File: src/rtl/cve2_obi_arbiter_pkg.sv
// Shared types and helpers for the instruction/data OBI port arbiter.
// Source IDs, FSM states and the source-selection rule live here.
package cve2_obi_arbiter_pkg;

  typedef enum logic {
    ARB_SRC_INSTR = 1'b0,
    ARB_SRC_DATA  = 1'b1
  } arb_src_e;

  typedef enum logic {
    ARB_IDLE = 1'b0,
    ARB_HOLD = 1'b1
  } arb_state_e;

  localparam logic [3:0] INSTR_BE = 4'hF;

  // Contention is the only case where the mode matters; a lone requester always wins.
  function automatic arb_src_e arb_pick(input logic     instr_req,
                                        input logic     data_req,
                                        input logic     data_priority,
                                        input arb_src_e rr_next);
    arb_src_e pick;
    if (instr_req && data_req) begin
      pick = data_priority ? ARB_SRC_DATA : rr_next;
    end else if (data_req) begin
      pick = ARB_SRC_DATA;
    end else begin
      pick = ARB_SRC_INSTR;
    end
    return pick;
  endfunction

endpackage

File: src/rtl/cve2_arb_id_fifo.sv
// In-order FIFO of source IDs for granted-but-unanswered transactions.
// Pushes while full and pops while empty are ignored.
module cve2_arb_id_fifo
  import cve2_obi_arbiter_pkg::*;
#(
  parameter int unsigned Depth = 2
) (
  input  logic     clk_i,
  input  logic     rst_i,
  input  logic     push_i,
  input  arb_src_e push_src_i,
  input  logic     pop_i,
  output arb_src_e head_o,
  output logic     full_o,
  output logic     empty_o
);

  localparam int unsigned PtrW = (Depth > 1) ? $clog2(Depth) : 1;
  localparam int unsigned CntW = $clog2(Depth + 1);

  logic [Depth-1:0] mem_q;
  logic [PtrW-1:0]  wr_ptr_q;
  logic [PtrW-1:0]  rd_ptr_q;
  logic [CntW-1:0]  cnt_q;
  logic [CntW-1:0]  cnt_d;
  logic             push_s;
  logic             pop_s;

  function automatic logic [PtrW-1:0] ptr_inc(input logic [PtrW-1:0] ptr);
    return (ptr == PtrW'(Depth - 1)) ? '0 : ptr + PtrW'(1);
  endfunction

  assign full_o  = (cnt_q == CntW'(Depth));
  assign empty_o = (cnt_q == '0);
  assign push_s  = push_i & ~full_o;
  assign pop_s   = pop_i & ~empty_o;
  assign head_o  = arb_src_e'(mem_q[rd_ptr_q]);

  always_comb begin
    cnt_d = cnt_q;
    case ({push_s, pop_s})
      2'b10:   cnt_d = cnt_q + CntW'(1);
      2'b01:   cnt_d = cnt_q - CntW'(1);
      default: cnt_d = cnt_q;
    endcase
  end

  always_ff @(posedge clk_i) begin
    if (rst_i) begin
      wr_ptr_q <= '0;
      rd_ptr_q <= '0;
      cnt_q    <= '0;
    end else begin
      if (push_s) begin
        mem_q[wr_ptr_q] <= push_src_i;
        wr_ptr_q        <= ptr_inc(wr_ptr_q);
      end
      if (pop_s) begin
        rd_ptr_q <= ptr_inc(rd_ptr_q);
      end
      cnt_q <= cnt_d;
    end
  end

endmodule

File: src/rtl/cve2_obi_arbiter.sv
// Shares one OBI port between instruction fetch and LSU, tracking outstanding
// transactions in issue order and routing in-order responses back to their issuer.
module cve2_obi_arbiter
  import cve2_obi_arbiter_pkg::*;
#(
  parameter int unsigned MaxOutstanding = 2,
  parameter bit          DataPriority   = 1'b0
) (
  input  logic        clk_i,
  input  logic        rst_i,
  input  logic        instr_req_i,
  output logic        instr_gnt_o,
  output logic        instr_rvalid_o,
  input  logic [31:0] instr_addr_i,
  output logic [31:0] instr_rdata_o,
  output logic        instr_err_o,
  input  logic        data_req_i,
  output logic        data_gnt_o,
  output logic        data_rvalid_o,
  input  logic        data_we_i,
  input  logic [3:0]  data_be_i,
  input  logic [31:0] data_addr_i,
  input  logic [31:0] data_wdata_i,
  output logic [31:0] data_rdata_o,
  output logic        data_err_o,
  output logic        mem_req_o,
  input  logic        mem_gnt_i,
  input  logic        mem_rvalid_i,
  output logic        mem_we_o,
  output logic [3:0]  mem_be_o,
  output logic [31:0] mem_addr_o,
  output logic [31:0] mem_wdata_o,
  input  logic [31:0] mem_rdata_i,
  input  logic        mem_err_i,
  output logic        resp_unexpected_o
);

  arb_state_e state_q;
  arb_src_e   sel_q;
  arb_src_e   rr_q;
  arb_src_e   sel_s;
  arb_src_e   pick_s;
  arb_src_e   head_s;
  logic       req_s;
  logic       hs_s;
  logic       pop_s;
  logic       fifo_full_s;
  logic       fifo_empty_s;

  assign pick_s = arb_pick(instr_req_i, data_req_i, DataPriority, rr_q);

  // Fullness is a registered count, so a same-cycle pop never reopens issue.
  always_comb begin
    req_s = 1'b0;
    sel_s = pick_s;
    if (state_q == ARB_HOLD) begin
      req_s = 1'b1;
      sel_s = sel_q;
    end else begin
      req_s = (instr_req_i | data_req_i) & ~fifo_full_s;
      sel_s = pick_s;
    end
  end

  assign mem_req_o   = req_s & ~rst_i;
  assign hs_s        = mem_req_o & mem_gnt_i;
  assign instr_gnt_o = hs_s & (sel_s == ARB_SRC_INSTR);
  assign data_gnt_o  = hs_s & (sel_s == ARB_SRC_DATA);

  always_comb begin
    mem_we_o    = 1'b0;
    mem_be_o    = 4'h0;
    mem_addr_o  = 32'h0;
    mem_wdata_o = 32'h0;
    if (mem_req_o) begin
      case (sel_s)
        ARB_SRC_INSTR: begin
          mem_be_o   = INSTR_BE;
          mem_addr_o = instr_addr_i;
        end
        ARB_SRC_DATA: begin
          mem_we_o    = data_we_i;
          mem_be_o    = data_be_i;
          mem_addr_o  = data_addr_i;
          mem_wdata_o = data_wdata_i;
        end
        default: begin
          mem_be_o = 4'h0;
        end
      endcase
    end else begin
      mem_we_o = 1'b0;
    end
  end

  // The pending source is frozen while the slave stalls; the pointer moves only on a handshake.
  always_ff @(posedge clk_i) begin
    if (rst_i) begin
      state_q <= ARB_IDLE;
      sel_q   <= ARB_SRC_INSTR;
      rr_q    <= ARB_SRC_DATA;
    end else begin
      case (state_q)
        ARB_IDLE: begin
          if (req_s && !mem_gnt_i) begin
            state_q <= ARB_HOLD;
            sel_q   <= sel_s;
          end else begin
            state_q <= ARB_IDLE;
          end
        end
        ARB_HOLD: begin
          if (mem_gnt_i) begin
            state_q <= ARB_IDLE;
          end else begin
            state_q <= ARB_HOLD;
          end
        end
        default: state_q <= ARB_IDLE;
      endcase
      if (hs_s) begin
        rr_q <= (sel_s == ARB_SRC_DATA) ? ARB_SRC_INSTR : ARB_SRC_DATA;
      end
    end
  end

  cve2_arb_id_fifo #(
    .Depth (MaxOutstanding)
  ) u_id_fifo (
    .clk_i      (clk_i),
    .rst_i      (rst_i),
    .push_i     (hs_s),
    .push_src_i (sel_s),
    .pop_i      (pop_s),
    .head_o     (head_s),
    .full_o     (fifo_full_s),
    .empty_o    (fifo_empty_s)
  );

  assign pop_s             = mem_rvalid_i & ~fifo_empty_s & ~rst_i;
  assign resp_unexpected_o = mem_rvalid_i & fifo_empty_s & ~rst_i;
  assign instr_rvalid_o    = pop_s & (head_s == ARB_SRC_INSTR);
  assign data_rvalid_o     = pop_s & (head_s == ARB_SRC_DATA);
  assign instr_rdata_o     = instr_rvalid_o ? mem_rdata_i : 32'h0;
  assign instr_err_o       = instr_rvalid_o & mem_err_i;
  assign data_rdata_o      = data_rvalid_o ? mem_rdata_i : 32'h0;
  assign data_err_o        = data_rvalid_o & mem_err_i;

endmodule

File: config.mk
export PLATFORM = sky130hd
export DESIGN_NAME = cve2_obi_arbiter
export DESIGN_NICKNAME = d
export VERILOG_FILES = /design/src/rtl/cve2_obi_arbiter_pkg.sv /design/src/rtl/cve2_arb_id_fifo.sv /design/src/rtl/cve2_obi_arbiter.sv
export SDC_FILE = /design/constraint.sdc
export NUM_CORES = 1
export LEC_CHECK = 0
export ABC_AREA = 1
export CAP_MARGIN = 20
export CELL_PAD_IN_SITES_DETAIL_PLACEMENT = 1
export CELL_PAD_IN_SITES_GLOBAL_PLACEMENT = 1
export CORE_AREA = 2 2 110 112
export CTS_CLUSTER_SIZE = 25
export DETAILED_ROUTE_END_ITERATION = 10
export DIE_AREA = 0 0 112 114
export DONT_BUFFER_PORTS = 1
export HOLD_SLACK_MARGIN = 0.06
export PLACE_DENSITY = 0.51
export SLEW_MARGIN = 10
export SYNTH_ARGS = -nofsm -noshare
export SYNTH_HDL_FRONTEND = slang
export SYNTH_SLANG_ARGS = --single-unit
File: constraint.sdc
create_clock -name clk_i -period 2.25 [get_ports clk_i]
set_clock_uncertainty 0.05 [all_clocks]
set_input_delay 0.225 -clock clk_i [delete_from_list [all_inputs] [get_ports clk_i]]
set_output_delay 0.225 -clock clk_i [all_outputs]
set_load 0.02 [all_outputs]
==> results.yml, run 1 <==
power:
  p_seq_share_pct: 16.7
  powerDensity_mw_per_mm2: 418.3
  p_int_w: 0.0006072
  power.leakage_nw: 1.364
  vdd_drop_max_mv: 0.2015
  p_clk_share_pct: 28.1
  combPwrFrac_pct: 55.3
  swShare_pct: 45.57
  p_sw_w: 0.0005085
route:
  wire_per_inst_um: 13.89
  via_per_inst: 4.253
  firstDrtPassIters: 4
  remaining_drc_errors: 0
  drt_first_iter_violations: 40
  vias: 2407
  wirelength_um: 7863
  antenna_left: 0
critical_path:
  rr_worst_depth: 10
  worstPathMaxFanout: 20
  cp-start-kind: "flop"
  reg2reg_to: "u_id_fifo.cnt_q[1]"
  worstSetupEndpointType: "output port"
  crit_required_ns: 1.98
  r2r_slack_ns: 0.44
  rr_startpoint: "u_id_fifo.cnt_q[0]"
  worstSetupPathType: "reg -> out"
  arrival_ns: 1.81
cells_and_area:
  fillCellCount: 1534
  diodes: 0
  multi_input_area_mm2: 0.001386
  syn_to_final_growth_pct: 37.73
  drive_gt1_share_pct: 29.83
  final_net_count: 561
  regArea_um2: 200.2
clock_tree:
  cts_buffer_depth: 2
  htree_levels: 1
  tritoncts: "yes"
  cts.root.buffer_cell: "clkbuf_16"
  postCtsSetupBuffers: 0
  worstSkewPairLatency_ns: 0.23
  cts_sinks: 9
  clkTransAtPathRegs_ns: 0.04
  cts_buffers: 3
run:
  maxCapViolCount: 0
min_path:
  hold_start: "rst_i"
  whs_path_depth: 2
  hp-class: "in -> reg"
  hold_path_end: "u_id_fifo.rd_ptr_q"
yosys:
  synth_flop_cell: "dfxtp_1"
  synth_area_leaders: "nor2_1, nor2_4, nand2_1"
  synth_warnings: 0
  synth_top_cell_by_area: "nor2_1"
  syn_area_per_cell_um2: 5.410
  yosysMostFrequentCell: "nor2_1"
  syn_inst: 358
  synth-edff-count: 2
  synth_cell_types: 24
  ys_seq_area_share_pct: 10.34
  synth_area_mm2: 0.001937
  synth_top_area_share_pct: 29.07
  async_flop_share_pct: 0
  synth_seq_cells: 9
  ys_top_cells_by_count: "nor2_1, nand2_1, inv_1, nor2_4, o21ai_0"
  syn_nets: 499
sta:
  tns_ns: 0
  rsz0062_at_grt: "false"
  clock.fmax_ghz: 0.4798
  slew_headroom_pct: 66.15
  final_max_slew_viol_count: 0
  finalHoldViolCount: 0
  fin_hold_ws_ns: 0.1405
  worst_pin_slew_ns: 0.5058
  period_minus_slack_ns: 2.084
  post-route-period-util_pct: 92.62
  setup_viol: 0
global_route:
  grt_max_degree: 39
  antenna_found_initial: 0
  grt_overflow: 0
  grt_usage_pct: 10.91
  grt_pass1_vias: 2250
  grt_pass1_wl_um: 11400
floorplan:
  fp.dieH_um: 114
  core_mm2: 0.01171
  ioPinCount: 281
  die_w_um: 112
  rows: 40
  fp.dieArea_mm2: 0.01277
  start_util_pct: 16.54
placed_design:
  dp_hpwl_um: 6738
  gp_congestion: 0.7846
  io_buffers: 0
run_status:
  outcome: "finished, final reports clean"
==> flip-flops by register name, summed over array words and instances, names as in the netlist <==
name and count:
u_id_fifo.wr_ptr_q 1, u_id_fifo.rd_ptr_q 1, u_id_fifo.cnt_q 2, state_q 1, u_id_fifo.mem_q 2, rr_q 1, sel_q 1
==> per-stage QoR <==
stage / setup WS [ns] / cell area, um^2 / cells / power [W] / util, %
6_report: 0.1660 / 2668 / 566 / 0.001116 / 22.78
5_1_grt: 0.002928 / 2668 / 566 / 0.001191 / 22.78
4_1_cts: 0.06517 / 2659 / 566 / 0.001133 / 22.70
2_1_floorplan: 0.6434 / 1937 / 358 / 0.0006405 / -
3_3_place_gp: 0.3531 / 2570 / 561 / 0.0007941 / 21.94
3_5_place_dp: 0.3251 / 2570 / 561 / 0.0008092 / 21.94
==> critical path, stage by stage (launching register included) <==
cell and delay (ns):
dfxtp_1 0.35, inv_2 0.07, nand2_2 0.10, nand2_4 0.07
nor2_8 0.11, inv_2 0.06, nor2_4 0.24, inv_6 0.18
buf_12 0.23, nor2_4 0.16
==> power groups by stage <==
stage	clock [W]	sequential, W	combinational, W
4_1_cts	0.000324	0.000186	0.000623
6_report	0.000313	0.000186	0.000616
3_5_place_dp	0	0.000188	0.000621
3_3_place_gp	0	0.000189	0.000606
5_1_grt	0.000330	0.000188	0.000674
2_1_floorplan	0	0.000187	0.000454
==> metal layers <==
layer	GRT usage (%)	vias up	share of wire (%)
li1	-	1184	-
met1	11.09	1050	35
met5	0	-	0
met2	21.21	169	52
met3	3.826	4	11
met4	2.846	0	0.85
==> layout by cell type, fill, tap and decap left out, types with 2 or more instances in the layout <==
master,instances
buf_12,2
inv_2,4
nor2_1,150
nand2_4,2
nand2_1,44
dfxtp_1,7
nor2_4,31
nand2_2,2
o21ai_1,10
o21ai_0,28
nand3_1,2
a21oi_1,4
edfxtp_1,2
clkbuf_16,3
buf_4,78
inv_1,41
==> cell type report <==
type	instances	share of cell area (%)
clock buffer	4	2.955
timing repair buffer	81	23.83
tap	147	6.895
inverter	47	6.848
multi-input combinational	278	51.97
sequential	9	7.505
==> worst max path at each step <==
| stage | start | slack, ns | cells after the start | end |
|---|---|---|---|---|
| 3_3_place_gp | u_id_fifo.cnt_q[0] | 0.35 | 9 | data_rdata_o[10] |
| 6_report | u_id_fifo.cnt_q[0] | 0.17 | 9 | data_rdata_o[1] |
| 3_5_place_dp | u_id_fifo.cnt_q[0] | 0.33 | 9 | data_rdata_o[6] |
| 4_1_cts | u_id_fifo.cnt_q[0] | 0.07 | 9 | data_rdata_o[6] |
| 2_1_floorplan | u_id_fifo.cnt_q[0] | 0.64 | 10 | u_id_fifo.cnt_q[1] |
| 5_1_grt | u_id_fifo.cnt_q[0] | 0.003 | 9 | mem_addr_o[7] |
==> logic make-up (layout without fill, tap and decap cells) <==
family / count (synthesis) / count (layout) / share of synthesized area (%)
and+or+nand+nor: 234 / 234 / 59.17
AOI/OAI and AO/OA: 42 / 42 / 10.85
muxes: 1 / 1 / 0.5168
DFF: 9 / 9 / 10.34
adders and majority gates: 1 / 1 / 0.6459
buffers and inverters: 71 / 132 / 18.48
==> timing repair <==
action	in CTS	in global routing
setup endpoints to repair	0	63
endpoints found under the hold margin	1	0
resized for setup	0	3
hold buffers	1	0
No activity file was read; power rests on OpenSTA's default activity.
==> run 2: changes to the inputs <==
Settings changed: PLACE_DENSITY 0.51 to 0.43.
==> results.yml, run 2 (same netlist as run 1, synthesis figures left out) <==
run_status:
  outcome: "finished, final reports clean"
cells_and_area:
  layout_commonest_cell: "nor2_1"
  fin_area_mm2: 0.002674
  most-common-layout-cells: "nor2_1, buf_4, nand2_1"
  largestRegisters: "u_id_fifo.cnt_q: 2 flops, u_id_fifo.mem_q: 2 flops"
  final_net_count: 564
  syn_to_final_growth_pct: 38.05
  diodes: 0
  drive_gt1_share_pct: 30.33
  fin_cells: 569
route:
  drt_first_iter_violations: 73
  via_per_inst: 4.276
  firstDrtPassIters: 4
  remaining_drc_errors: 0
  antenna_left: 0
  wirelength_um: 7783
  wire_per_inst_um: 13.68
  vias: 2433
placed_design:
  io_buffers: 0
  placedCellCount: 564
  placed_area_mm2: 0.002580
  dp_hpwl_um: 6594
  gp_congestion: 0.8149
sta:
  clock.fmax_ghz: 0.4831
  rsz0062_at_grt: "false"
  fin_hold_ws_ns: 0.1362
  final_max_slew_viol_count: 0
  slew_headroom_pct: 68.53
  worst_pin_slew_ns: 0.4721
  setup_viol: 0
  finalHoldViolCount: 0
  tns_ns: 0
  period_minus_slack_ns: 2.070
  post-route-period-util_pct: 91.99
power:
  power.total_w: 0.001106
  vdd_drop_max_mv: 0.2417
  power.leakage_nw: 1.374
  powerDensity_mw_per_mm2: 413.8
min_path:
  hp-class: "in -> reg"
  whs_path_depth: 2
  hold_start: "rst_i"
  hold_path_end: "u_id_fifo.rd_ptr_q"
clock_tree:
  cts_buffer_depth: 2
  worstSkewPairLatency_ns: 0.23
  htree_levels: 1
  cts.root.buffer_cell: "clkbuf_16"
  clkTransAtPathRegs_ns: 0.04
  cts_buffers: 3
  cts_sinks: 9
  tritoncts: "yes"
critical_path:
  rr_worst_depth: 10
  reg2reg_to: "u_id_fifo.cnt_q[1]"
  worstSetupPathType: "reg -> out"
  arrival_ns: 1.79
  worstSetupEndpointType: "output port"
  rr_startpoint: "u_id_fifo.cnt_q[0]"
  r2r_slack_ns: 0.35
  crit_required_ns: 1.98
  worstPathMaxFanout: 22
  cp-start-kind: "flop"
global_route:
  antenna_found_initial: 0
  grt_pass1_vias: 2228
  grt_overflow: 0
  grt_pass1_wl_um: 11250
  grt_usage_pct: 10.74
  grt_max_degree: 51
run:
  maxCapViolCount: 0
floorplan:
  ioPinCount: 281
  fp.dieArea_mm2: 0.01277
  fp.dieH_um: 114
  core_mm2: 0.01171
  rows: 40
  start_util_pct: 16.54
  die_w_um: 112
[run 2: cell types whose count changed in the layout (fill, tap and decap cells not counted), sizes merged]
cell and change:
buf +3, clkinv -1, inv +1
[run 2: cell type report]
| type | instances | area, um^2 |
|---|---|---|
| sequential | 9 | 200.2 |
| fill | 1520 | 9037 |
| tap | 147 | 183.9 |
| timing repair buffer | 84 | 645.6 |
| inverter | 47 | 183.9 |
| multi-input combinational | 278 | 1381 |
| clock buffer | 4 | 78.83 |
[run 2: timing repair]
item | 4_1_cts | 5_1_grt
hold buffers | 1 | 0
gates resized for setup | 0 | 3
endpoints found under the hold margin | 1 | 0
endpoints found under the setup margin | 0 | 39
buffers inserted | 0 | 0
[run 2: report_power, final]
group	switching (W)	total, W	internal (W)
clock	0.0000730	0.000309	0.000236
combinational	0.000424	0.000611	0.000187
sequential	0.00000720	0.000186	0.000179
total	0.000504	0.00111	0.000602
[run 2: through the flow]
step / util, % / setup WS (ns)
2_1_floorplan: - / 0.6434
3_3_place_gp: 22.03 / 0.3499
3_5_place_dp: 22.03 / 0.2933
4_1_cts: 22.79 / 0.04433
5_1_grt: 22.83 / 0.06139
6_report: 22.83 / 0.1802
[run 2: metal layers]
metal / part of all wire [%] / vias up / GRT usage [%]
met5: 0 / - / 0
met4: 1.2 / 0 / 2.033
met3: 11 / 6 / 4.038
met2: 50 / 169 / 19.84
met1: 37 / 1070 / 11.89
li1: - / 1188 / -
[run 2: how the worst max path moves through the flow]
stage	from	end	slack, ns	cells after the start
5_1_grt	u_id_fifo.cnt_q[0]	data_rdata_o[20]	0.06	9
2_1_floorplan	u_id_fifo.cnt_q[0]	u_id_fifo.cnt_q[1]	0.64	10
3_5_place_dp	u_id_fifo.cnt_q[0]	mem_addr_o[10]	0.29	9
6_report	u_id_fifo.cnt_q[0]	data_rdata_o[27]	0.18	9
3_3_place_gp	u_id_fifo.rd_ptr_q	data_rdata_o[12]	0.35	5
4_1_cts	u_id_fifo.cnt_q[0]	mem_addr_o[10]	0.04	9
[run 2: critical path, stage by stage, from the launching register on]
cell and delay [ns]:
dfxtp_1 0.35, inv_2 0.07, nand2_2 0.09, nand2_4 0.07, nor2_8 0.11, inv_2 0.05, nor2_4 0.23, inv_6 0.19
buf_4 0.25, nor2_4 0.16
==> run 3: changes to the inputs <==
Settings changed: ABC_AREA 1 to default, CORE_AREA 2 2 110 112 to 2 2 108 110, DIE_AREA 0 0 112 114 to 0 0 110 112, PLACE_DENSITY 0.43 to 0.42, SKIP_CTS_REPAIR_TIMING from default to 1.
==> results.yml, run 3 <==
route:
  top_layer: "met4"
  antenna_left: 0
  wirelength_um: 7972
  remaining_drc_errors: 0
  via_per_inst: 4.383
  wl_met1_um: 2787
  wl_met3_um: 1072
  wire_per_inst_um: 15.13
  vias: 2310
  firstDrtPassIters: 4
  route.met2.wl_um: 4105
  drt_first_iter_violations: 84
critical_path:
  worstSetupPathType: "reg -> out"
  arrival_ns: 1.77
  rr_worst_depth: 6
  worstSetupEndpointType: "output port"
  rr_startpoint: "u_id_fifo.cnt_q[0]"
  r2r_slack_ns: 0.31
  worstPathMaxFanout: 29
  reg2reg_to: "u_id_fifo.cnt_q[1]"
  crit_required_ns: 1.98
  cp-start-kind: "flop"
sta:
  post-route-period-util_pct: 90.76
  setup_viol: 0
  worst_pin_slew_ns: 0.6453
  finalHoldViolCount: 0
  slew_headroom_pct: 56.98
  rsz0062_at_grt: "false"
  fin_ws_ns: 0.2079
  final_max_slew_viol_count: 0
  tns_ns: 0
  clock.fmax_ghz: 0.4897
  period_minus_slack_ns: 2.042
  fin_hold_ws_ns: 0.1348
cells_and_area:
  largestRegisters: "u_id_fifo.cnt_q: 2 flops, u_id_fifo.mem_q: 2 flops"
  syn_to_final_growth_pct: 45.56
  fillCellCount: 1427
  final_net_count: 526
  most-common-layout-cells: "nand2_1, buf_4, nor2_1"
  diodes: 0
  layout_commonest_cell: "nand2_1"
  drive_gt1_share_pct: 33.33
  fin_cells: 527
power:
  vdd_drop_max_mv: 0.2047
  powerDensity_mw_per_mm2: 408.9
  power.leakage_nw: 1.171
min_path:
  hold_start: "mem_gnt_i"
  whs_path_depth: 2
  hp-class: "in -> reg"
  hold_path_end: "rr_q"
yosys:
  synth-edff-count: 2
  syn_nets: 457
  synth_flop_cell: "dfxtp_1"
  synth_warnings: 0
  synth_seq_cells: 9
  syn_inst: 316
  yosysMostFrequentCell: "nand2_1"
  synth_cell_types: 30
  synth_top_cell_by_area: "nand2_1"
  synth_top_area_share_pct: 20.73
  ys_top_cells_by_count: "nand2_1, nor2_1, and2_1, a21oi_2"
  syn_area_per_cell_um2: 5.615
  synth_area_mm2: 0.001774
  synth_area_leaders: "nand2_1, nor2_1, a21oi_2"
  ys_seq_area_share_pct: 11.28
  async_flop_share_pct: 0
global_route:
  grt_max_degree: 35
  antenna_found_initial: 0
  grt_pass1_vias: 2236
  grt_overflow: 0
  grt_pass1_wl_um: 11040
  grt_usage_pct: 11.05
run_status:
  outcome: "finished, final reports clean"
placed_design:
  io_buffers: 0
  placedCellCount: 521
  gp_congestion: 0.6799
  dp_hpwl_um: 6707
  place_ws_ns: 0.2967
floorplan:
  die_w_um: 110
  ioPinCount: 281
  core_mm2: 0.01117
  rows: 39
  fp.dieArea_mm2: 0.01232
  start_util_pct: 15.88
  fp.dieH_um: 112
clock_tree:
  cts_sinks: 9
  cts.root.buffer_cell: "clkbuf_16"
  worstSkewPairLatency_ns: 0.24
  clkTransAtPathRegs_ns: 0.04
  tritoncts: "yes"
  cts_buffer_depth: 2
  htree_levels: 1
  cts_buffers: 3
run:
  maxCapViolCount: 0
[run 3: through the flow]
| step | instance area (um^2) | power (W) | util, % |
|---|---|---|---|
| floorplan | 1774 | 0.0006270 | - |
| global placement | 2480 | 0.0007387 | 22.19 |
| detailed placement | 2480 | 0.0007467 | 22.19 |
| CTS | 2560 | 0.001070 | 22.91 |
| global route | 2582 | 0.001129 | 23.11 |
| finish | 2582 | 0.001056 | 23.11 |
[run 3: cell families after synthesis]
logic type | Yosys count | synth area share (%)
AND/OR/NAND/NOR | 235 | 58.53
AO/OA/AOI/OAI | 37 | 16.29
buffers and inverters | 27 | 9.450
flip-flops | 9 | 11.28
XOR/XNOR | 4 | 1.975
multiplexers | 3 | 1.763
adder cells (fa/ha/maj) | 1 | 0.7051
[run 3: critical path, stage by stage (launching register included)]
cell	delay (ns)
dfxtp_1	0.36
nand2b_1	0.20
a21oi_2	0.24
or2_4	0.27
buf_12	0.23
a21oi_1	0.07
buf_4	0.16
[run 3: where the power goes]
part           switching (W)  internal [W]  leakage (nW)  total (W)
clock              0.0000810      0.000234        0.0409   0.000315
sequential         0.0000141      0.000179        0.0758   0.000193
combinational       0.000377      0.000171          1.05   0.000548
total               0.000472      0.000584          1.17    0.00106
[run 3: cell type report]
cell class	count	area, um^2	area share [%]
Timing Repair Buffer	88	690.7	26.74
Inverter	3	11.26	0.4360
Clock buffer	3	75.07	2.907
Clock inverter	1	5.005	0.1938
Tap cell	143	178.9	6.928
Multi-Input combinational cell	280	1421	55.04
Sequential cell	9	200.2	7.752
[run 3: per-layer routing]
layer,vias to the layer above,global-route usage [%]
li1,1117,-
met1,1029,11.95
met2,162,21.51
met3,2,2.927
met4,0,1.266
met5,-,0
[run 3: worst max path at each step]
| stage | start | to | slack (ns) | depth (start not counted) |
|---|---|---|---|---|
| floorplan | u_id_fifo.cnt_q[0] | u_id_fifo.cnt_q[1] | 0.46 | 6 |
| global placement | u_id_fifo.cnt_q[0] | mem_addr_o[4] | 0.37 | 6 |
| detailed placement | u_id_fifo.cnt_q[0] | u_id_fifo.cnt_q[1] | 0.30 | 6 |
| CTS | u_id_fifo.cnt_q[0] | mem_addr_o[5] | 0.06 | 6 |
| global route | u_id_fifo.cnt_q[0] | mem_addr_o[0] | 0.07 | 6 |
| finish | u_id_fifo.cnt_q[0] | mem_addr_o[1] | 0.21 | 6 |
